<file path="config.mk">
export PLATFORM = sky130hd
export DESIGN_NAME = fir_ctrl_mc_flat
export DESIGN_NICKNAME = d
export VERILOG_FILES = /design/src/rtl/fir_ctrl_mc_if.sv /design/src/rtl/fir_ctrl_mc.sv /design/src/flat_wrapper.sv
export SDC_FILE = /design/constraint.sdc
export NUM_CORES = 2
export LEC_CHECK = 0
export CAP_MARGIN = 20
export CORE_UTILIZATION = 38
export DETAILED_ROUTE_END_ITERATION = 8
export RECOVER_POWER = 25
export SLEW_MARGIN = 0
export SYNTH_ARGS = -nofsm -noshare
export SYNTH_HDL_FRONTEND = slang
export SYNTH_SLANG_ARGS = --single-unit
</file>
<file path="constraint.sdc">
create_clock -name clk -period 9.4 [get_ports clk]
set_clock_uncertainty 0.1 [all_clocks]
set_input_delay 1.88 -clock clk [delete_from_list [all_inputs] [get_ports clk]]
set_output_delay 1.88 -clock clk [all_outputs]
set_load 0.01 [all_outputs]
</file>
<file path="src/rtl/fir_ctrl_mc_if.sv">
// Bus bundle of the multichannel FIR controller: input frame strobe and data,
// external coefficient ROM port, filtered output frame and status flags.
// The slave modport is the controller side, the master modport its environment.
interface fir_ctrl_mc_if #(
    parameter int DATA_W   = 16,
    parameter int COEF_W   = 16,
    parameter int TAPS     = 101,
    parameter int CHANNELS = 2
);
    localparam int ADDR_W = $clog2(TAPS);

    logic                       sample_end;
    logic [CHANNELS*DATA_W-1:0] in_data;
    logic [ADDR_W-1:0]          coef_addr;
    logic signed [COEF_W-1:0]   coef_data;
    logic [CHANNELS*DATA_W-1:0] out_data;
    logic                       out_valid;
    logic                       busy;
    logic                       overrun;

    modport master (
        output sample_end, in_data, coef_data,
        input  coef_addr, out_data, out_valid, busy, overrun
    );

    modport slave (
        input  sample_end, in_data, coef_data,
        output coef_addr, out_data, out_valid, busy, overrun
    );
endinterface

</file>
<file path="src/rtl/fir_ctrl_mc.sv">
// fir_ctrl_mc: time-multiplexed FIR filter for CHANNELS channels sharing one
// coefficient set read from an external synchronous ROM (1-cycle latency).
// A rising edge on sample_end captures a frame, writes it into per-channel
// ring buffers, then runs one MAC pass per channel and publishes all results
// together with a one-cycle out_valid pulse.
// Optional feature: define FIR_CTRL_SAT_EN to clamp results to DATA_W bits;
// without it the shifted result wraps to its low DATA_W bits.
module fir_ctrl_mc #(
    parameter int DATA_W   = 16,
    parameter int COEF_W   = 16,
    parameter int TAPS     = 101,
    parameter int CHANNELS = 2
) (
    input  logic         clk,
    input  logic         reset,
    fir_ctrl_mc_if.slave bus
);
    localparam int ADDR_W = $clog2(TAPS);
    localparam int PROD_W = DATA_W + COEF_W;
    localparam int ACC_W  = DATA_W + COEF_W + $clog2(TAPS);
    localparam int CNT_W  = $clog2(TAPS + 2);
    localparam int CH_W   = (CHANNELS > 1) ? $clog2(CHANNELS) : 1;
    localparam int FILL_W = $clog2(TAPS + 1);

    localparam logic [CNT_W-1:0]  CNT_TAPS = CNT_W'(TAPS);
    localparam logic [CNT_W-1:0]  CNT_LAST = CNT_W'(TAPS + 1);
    localparam logic [CH_W-1:0]   CH_LAST  = CH_W'(CHANNELS - 1);
    localparam logic [ADDR_W-1:0] PTR_LAST = ADDR_W'(TAPS - 1);
    localparam logic [FILL_W-1:0] FILL_MAX = FILL_W'(TAPS);

    typedef enum logic [1:0] {IDLE, WRITE, MAC, STORE} state_t;

    // Floor division by 2^(COEF_W-1): drops the fractional bits of the Q1 product sum
    function automatic logic signed [ACC_W-1:0] shift_floor(input logic signed [ACC_W-1:0] sum);
        return sum >>> (COEF_W - 1);
    endfunction

`ifdef FIR_CTRL_SAT_EN
    localparam logic signed [ACC_W-1:0] SAT_HI = {{(ACC_W-DATA_W+1){1'b0}}, {(DATA_W-1){1'b1}}};
    localparam logic signed [ACC_W-1:0] SAT_LO = {{(ACC_W-DATA_W+1){1'b1}}, {(DATA_W-1){1'b0}}};

    // Clamp the shifted sum into the signed DATA_W range
    function automatic logic signed [DATA_W-1:0] fit_width(input logic signed [ACC_W-1:0] val);
        if (val > SAT_HI) return {1'b0, {(DATA_W-1){1'b1}}};
        if (val < SAT_LO) return {1'b1, {(DATA_W-1){1'b0}}};
        return DATA_W'(val);
    endfunction
`else
    // Keep the low DATA_W bits of the shifted sum (two's complement wrap)
    function automatic logic signed [DATA_W-1:0] fit_width(input logic signed [ACC_W-1:0] val);
        return DATA_W'(val);
    endfunction
`endif

    state_t                     state, state_nxt;
    logic                       sample_end_q;
    logic                       rise;
    logic [ADDR_W-1:0]          wr_ptr;
    logic [FILL_W-1:0]          fill;
    logic [CNT_W-1:0]           cnt;
    logic [CH_W-1:0]            ch;
    logic                       overrun;
    logic [CHANNELS*DATA_W-1:0] frame_q;
    logic signed [DATA_W-1:0]   ring [CHANNELS][TAPS];
    logic signed [DATA_W-1:0]   result [CHANNELS];
    logic [CHANNELS*DATA_W-1:0] out_data;
    logic                       out_valid;

    logic                       issue;
    logic [CNT_W-1:0]           tap;
    logic [31:0]                rd_sum;
    logic [ADDR_W-1:0]          rd_idx;
    logic                       tap_live;
    logic                       chan_done;
    logic signed [ACC_W-1:0]    acc_sum;

    logic signed [DATA_W-1:0]   x_p0;
    logic                       vld_p0;
    logic signed [PROD_W-1:0]   prod_p1;
    logic                       vld_p1;
    logic signed [ACC_W-1:0]    acc;

    assign rise          = bus.sample_end & ~sample_end_q;
    assign bus.busy      = (state != IDLE);
    assign bus.coef_addr = tap[ADDR_W-1:0];
    assign bus.out_data  = out_data;
    assign bus.out_valid = out_valid;
    assign bus.overrun   = overrun;

    // State register
    always_ff @(posedge clk) begin
        if (reset) state <= IDLE;
        else       state <= state_nxt;
    end

    // Next-state logic: one frame flows IDLE -> WRITE -> MAC (all channels) -> STORE
    always_comb begin
        state_nxt = state;
        case (state)
            IDLE:    if (rise) state_nxt = WRITE;
            WRITE:   state_nxt = MAC;
            MAC:     if ((cnt == CNT_LAST) && (ch == CH_LAST)) state_nxt = STORE;
            STORE:   state_nxt = IDLE;
            default: state_nxt = IDLE;
        endcase
    end

    // Issue decode: tap index, ring read position (newest sample first) and warm-up mask
    always_comb begin
        issue     = (state == MAC) && (cnt < CNT_TAPS);
        tap       = issue ? cnt : '0;
        rd_sum    = 32'(wr_ptr) + 32'(TAPS - 1) - 32'(tap);
        if (rd_sum >= 32'(TAPS)) rd_sum = rd_sum - 32'(TAPS);
        rd_idx    = ADDR_W'(rd_sum);
        tap_live  = 32'(tap) < 32'(fill);
        chan_done = (state == MAC) && (cnt == CNT_LAST);
        acc_sum   = acc + ACC_W'(prod_p1);
    end

    // Edge detector and sticky drop flag; a rise outside IDLE is a dropped frame
    always_ff @(posedge clk) begin
        if (reset) begin
            sample_end_q <= 1'b0;
            overrun      <= 1'b0;
        end else begin
            sample_end_q <= bus.sample_end;
            if (rise && (state != IDLE)) overrun <= 1'b1;
        end
    end

    // Capture the frame present in the accepted rise cycle
    always_ff @(posedge clk) begin
        if (rise && (state == IDLE)) frame_q <= bus.in_data;
    end

    // Ring write of all channels at the shared write pointer
    always_ff @(posedge clk) begin
        if (state == WRITE) begin
            for (int c = 0; c < CHANNELS; c++) ring[c][wr_ptr] <= frame_q[c*DATA_W +: DATA_W];
        end
    end

    // Write pointer and saturating fill count of valid ring entries
    always_ff @(posedge clk) begin
        if (reset) begin
            wr_ptr <= '0;
            fill   <= '0;
        end else if (state == WRITE) begin
            wr_ptr <= (wr_ptr == PTR_LAST) ? '0 : wr_ptr + 1'b1;
            if (fill != FILL_MAX) fill <= fill + 1'b1;
        end
    end

    // Tap/channel sequencer: TAPS issue cycles plus two pipeline drain cycles per channel
    always_ff @(posedge clk) begin
        if (reset || (state != MAC)) begin
            cnt <= '0;
            ch  <= '0;
        end else if (cnt == CNT_LAST) begin
            cnt <= '0;
            ch  <= (ch == CH_LAST) ? '0 : ch + 1'b1;
        end else begin
            cnt <= cnt + 1'b1;
        end
    end

    // Valid flags travelling with the read and multiply stages
    always_ff @(posedge clk) begin
        if (reset) begin
            vld_p0 <= 1'b0;
            vld_p1 <= 1'b0;
        end else begin
            vld_p0 <= issue;
            vld_p1 <= vld_p0;
        end
    end

    // Stage p0: ring read, aligned with the ROM word arriving next cycle
    always_ff @(posedge clk) begin
        x_p0 <= tap_live ? ring[ch][rd_idx] : '0;
    end

    // Stage p1: registered product
    always_ff @(posedge clk) begin
        prod_p1 <= PROD_W'(x_p0) * PROD_W'(bus.coef_data);
    end

    // Accumulate stage: restarts at each channel boundary
    always_ff @(posedge clk) begin
        if (reset)         acc <= '0;
        else if (chan_done) acc <= '0;
        else if (vld_p1)   acc <= acc_sum;
    end

    // Park each finished channel result until the whole frame is done
    always_ff @(posedge clk) begin
        if (chan_done) result[ch] <= fit_width(shift_floor(acc_sum));
    end

    // Publish all channels at once with a single-cycle valid pulse
    always_ff @(posedge clk) begin
        if (reset) begin
            out_valid <= 1'b0;
            out_data  <= '0;
        end else begin
            out_valid <= (state == STORE);
            if (state == STORE) begin
                for (int c = 0; c < CHANNELS; c++) out_data[c*DATA_W +: DATA_W] <= result[c];
            end
        end
    end
endmodule
</file>
<file path="src/flat_wrapper.sv">
// flat-port wrapper written by rule: the top's interface ports become plain ports
module fir_ctrl_mc_flat 
#(
    parameter int DATA_W   = 16,
    parameter int COEF_W   = 16,
    parameter int TAPS     = 101,
    parameter int CHANNELS = 2
)
  (clk, reset, bus_sample_end, bus_in_data, bus_coef_data, bus_coef_addr, bus_out_data, bus_out_valid, bus_busy, bus_overrun);
  fir_ctrl_mc_if #(.DATA_W(DATA_W), .COEF_W(COEF_W), .TAPS(TAPS), .CHANNELS(CHANNELS)) bus_i ();
  input  logic clk;
  input  logic reset;
  input wire logic [$bits(bus_i.sample_end)-1:0] bus_sample_end;
  input wire logic [$bits(bus_i.in_data)-1:0] bus_in_data;
  input wire logic [$bits(bus_i.coef_data)-1:0] bus_coef_data;
  output wire logic [$bits(bus_i.coef_addr)-1:0] bus_coef_addr;
  output wire logic [$bits(bus_i.out_data)-1:0] bus_out_data;
  output wire logic [$bits(bus_i.out_valid)-1:0] bus_out_valid;
  output wire logic [$bits(bus_i.busy)-1:0] bus_busy;
  output wire logic [$bits(bus_i.overrun)-1:0] bus_overrun;
  assign bus_i.sample_end = bus_sample_end;
  assign bus_i.in_data = bus_in_data;
  assign bus_i.coef_data = bus_coef_data;
  assign bus_coef_addr = bus_i.coef_addr;
  assign bus_out_data = bus_i.out_data;
  assign bus_out_valid = bus_i.out_valid;
  assign bus_busy = bus_i.busy;
  assign bus_overrun = bus_i.overrun;
  fir_ctrl_mc #(.DATA_W(DATA_W), .COEF_W(COEF_W), .TAPS(TAPS), .CHANNELS(CHANNELS)) u_core (.clk(clk), .reset(reset), .bus(bus_i));
endmodule
</file>
==> flow_metrics.py <==
metrics = {
    "run_status": {
        "status": "complete, but fails checks",
        "failed_checks": "design-rule violations, max-capacitance violations, max-slew violations",
    },
    "sta": {
        "drv_slew": 2117,
        "hold_violations": 0,
        "setup_viol": 0,
        "tns_ns": 0,
        "period_share_pct": 88.9,
        "max_clock_freq_mhz": 120,
        "post-route-min-period_ns": 8.35,
        "finalWorstSetupSlack_ns": 1.05,
        "tightest_slew_ns": 4.76,
        "rsz0062_at_grt": "no",
        "relSlewSlack_pct": -218,
    },
    "grt": {
        "antenna_found_initial": 31,
        "grt_overflow_total": 0,
        "grt_pass1_vias": 78500,
        "grt_first_pass_wirelength_um": 553000,
        "grtUsageTotal_pct": 19.7,
        "grt_start_max_net_pins": 113,
    },
    "detailed_routing": {
        "wl_per_cell_um": 27.3,
        "via_per_inst": 5.59,
        "drt_iter0_markers": 8941,
        "wl_um": 384000,
        "vias": 78700,
        "postRouteAntennaNets": 0,
        "drt-pass1-iter-count": 9,
        "drc": 3,
    },
    "synth": {
        "synth.largest_area_cell": "edfxtp_1",
        "yosysWarningCount": 0,
        "synth.ff_latch_count": 3436,
        "synth_cell_types": 77,
        "synth-async-reset-ratio_pct": 0,
        "syn_area_mm2": 0.143,
        "syn_nets": 8999,
        "ys.flop_type": "edfxtp_1",
        "synthCells": 8547,
        "yosysSeqAreaShare_pct": 71.2,
        "syn_area_per_cell_um2": 16.7,
        "synth_edf_count": 3296,
        "ys_top_cells_by_area": "edfxtp_1 (69%), mux2i_1 (11%), fa_1 (3.6%)",
        "synth_top_area_share_pct": 69.3,
    },
    "pwr": {
        "p_int_uw": 31200,
        "leakagePower_uw": 0.0502,
        "p_sw_share_pct": 38.5,
        "worst_ir_drop_vdd_v": 0.000485,
        "power_density_mw_per_mm2": 312,
        "pwr-share-seq_pct": 35.6,
        "combPwrFrac_pct": 37.6,
        "clkPwrFrac_pct": 26.8,
        "switchingPower_uw": 19500,
    },
    "worst_setup_path": {
        "crit_slowest_cell": "mux2i_1",
        "r2r-start": "u_core.state[0]",
        "max_stage_delay_ns": 0.73,
        "cp-start-kind": "flop",
        "cp_max_fo": 20,
        "cp.required_ns": 10.00,
        "reg2regPathDepth": 21,
        "worst-r2r-setup-slack_ns": 1.05,
        "rr_endpoint": "u_core.x_p0[0]",
        "crit_chain": "inv_1, ha_1, nor2b_1, and2_1, ha_1, inv_1, ha_1, fa_1, a211oi_1, nor2_1, o41ai_1, or2_0, a21oi_2, mux2i_1, nand2b_2, buf_4, a21oi_1, a311oi_1, buf_4, a31oi_1, nor3_1",
        "crit_arrival_ns": 8.96,
        "path_buf_inv": 4,
        "worstSetupEndpointType": "flop",
        "critPathTopFamily": "simple AND/OR/NAND/NOR gates",
        "cpMostUsedCell": "ha_1",
        "path_class": "reg2reg",
    },
    "min_path": {
        "min_path_type": "reg2reg",
        "hold_end": "u_core.vld_p1",
        "hold_path_depth": 1,
        "hp-start": "u_core.vld_p0",
    },
    "layout": {
        "post-route-util_pct": 43.6,
        "multi_input_area_mm2": 0.0388,
        "area_delta_synth_final_pct": 13.9,
        "final_cell_mix": "edfxtp_1 (3296), mux2i_1 (1502), nand2_1 (447)",
        "nNetsFinal": 9268,
        "fillers": 32400,
        "regArea_mm2": 0.102,
        "final_common_cell": "edfxtp_1",
        "design_area_mm2": 0.163,
        "drive_gt1_share_pct": 11.4,
    },
    "placement": {
        "io_buffers": 92,
        "place_ws_ns": 0.615,
        "placed_area_mm2": 0.151,
        "gp_congestion": 0.843,
        "place_hpwl_um": 224000,
    },
    "clock_network": {
        "cts.sinks": 3436,
        "cts_buffers": 349,
        "clock_path_buffers": 4,
        "htree_num_levels": 5,
        "cts_hold_buf": 0,
        "root_buffer": "clkbuf_16",
        "clk_latency_ns": 0.94,
        "path_clk_slew_ns": 0.06,
        "cts_tree": "done",
        "cts_resized": 0,
        "postCtsSetupBuffers": 0,
    },
    "die": {
        "die_h_um": 615,
        "die_area_mm2": 0.378,
        "die_x_um": 615,
        "num_rows": 224,
        "coreArea_mm2": 0.373,
        "initial_core_util_pct": 38.3,
        "io_pins": 93,
    },
    "run": {
        "max-cap-violations": 42,
    },
}
[layout make-up]
type | count | area share, %
clock inverter | 191 | 1.13
tap | 4972 | 3.82
inverter | 320 | 0.738
sequential | 3436 | 62.5
antenna | 12 | 0.0184
clock buffer | 432 | 5.70
timing repair buffer | 383 | 2.22
multi-input combinational | 4326 | 23.9
[per-stage QoR]
stage	instances	power (uW)	hold WS (ns)
after floorplan	8547	28600	0.314
after global placement	13400	37300	0.325
after detailed placement	13400	37400	0.331
after CTS	14000	50900	0.342
after global routing	14100	52700	0.347
final	14100	50700	0.337
[worst max-delay path by stage]
| stage | startpoint | end | slack [ns] | cells past startpoint |
|---|---|---|---|---|
| 3_5_place_dp | bus_coef_data[2] | u_core.prod_p1[30] | 0.62 | 23 |
| 5_1_grt | u_core.state[0] | u_core.x_p0[0] | 0.83 | 21 |
| 2_1_floorplan | bus_coef_data[1] | u_core.prod_p1[30] | 1.73 | 23 |
| 6_report | u_core.state[0] | u_core.x_p0[0] | 1.05 | 21 |
| 3_3_place_gp | bus_coef_data[2] | u_core.prod_p1[29] | 0.66 | 24 |
| 4_1_cts | u_core.state[0] | u_core.x_p0[0] | 1.21 | 21 |
[metal layers]
metal	track usage (%)	wire (um)	up-vias
li1	-	-	33900
met1	26.8	160000	41200
met2	32.9	186000	2997
met3	2.79	27300	571
met4	5.91	11400	12
met5	0	80	-
[flip-flops by register name, summed over array words and instances, names as in the netlist, named ones only]
| register | flops |
|---|---|
| u_core.state | 2 |
| u_core.vld_p1 | 1 |
| u_core.acc | 31 |
| u_core.bus.overrun | 1 |
| u_core.prod_p1 | 31 |
| u_core.ch | 1 |
| u_core.result | 32 |
| u_core.x_p0 | 16 |
| u_core.frame_q | 32 |
| bus_out_data | 32 |
| u_core.vld_p0 | 1 |
| u_core.sample_end_q | 1 |
| u_core.ring | 3232 |
| u_core.cnt | 7 |
| u_core.fill | 7 |
| u_core.wr_ptr | 7 |
| u_core.bus.out_valid | 1 |
[kinds of logic (layout without fill, tap and decap cells)]
family	after synthesis	count (layout)	share of synthesized area [%]
and+or+nand+nor	1099	1099	3.44
DFF	3436	3436	71.2
muxes	1648	1648	12.0
other	0	12	0
xor gates and xnor gates	91	91	0.563
AOI/OAI and AO/OA	1087	1087	5.81
adders and majority gates	401	401	4.87
buffers and inverters	785	1326	2.14
[Yosys cell counts (all sizes together) (6+ instances only)]
library cell / n
edfxtp: 3296
mux2i: 1502
nand2: 447
inv: 319
clkbuf: 305
nor2: 268
fa: 258
a222oi: 227
a21oi: 193
a221oi: 188
buf: 160
a22oi: 158
ha: 143
dfxtp: 140
nand3: 130
and2: 123
o21ai: 117
mux2: 110
xnor2: 62
a31oi: 40
mux4: 36
nor3: 36
a21o: 31
xor2: 29
nand4: 26
a211oi: 18
a211o: 17
a2111oi: 16
a221o: 16
a311oi: 15
nand2b: 15
or2: 14
nor2b: 12
o21a: 10
and3: 9
o211ai: 7
o21bai: 6
[power by group through the flow]
| stage | logic [uW] | registers [uW] | clock network, uW |
|---|---|---|---|
| after global placement | 19000 | 18300 | 0 |
| after floorplan | 10000 | 18500 | 0 |
| final | 19100 | 18100 | 13600 |
| after CTS | 19200 | 18000 | 13800 |
| after detailed placement | 19100 | 18300 | 0 |
| after global routing | 20200 | 18100 | 14300 |
Note: power is estimated with default switching activity, not from simulation.
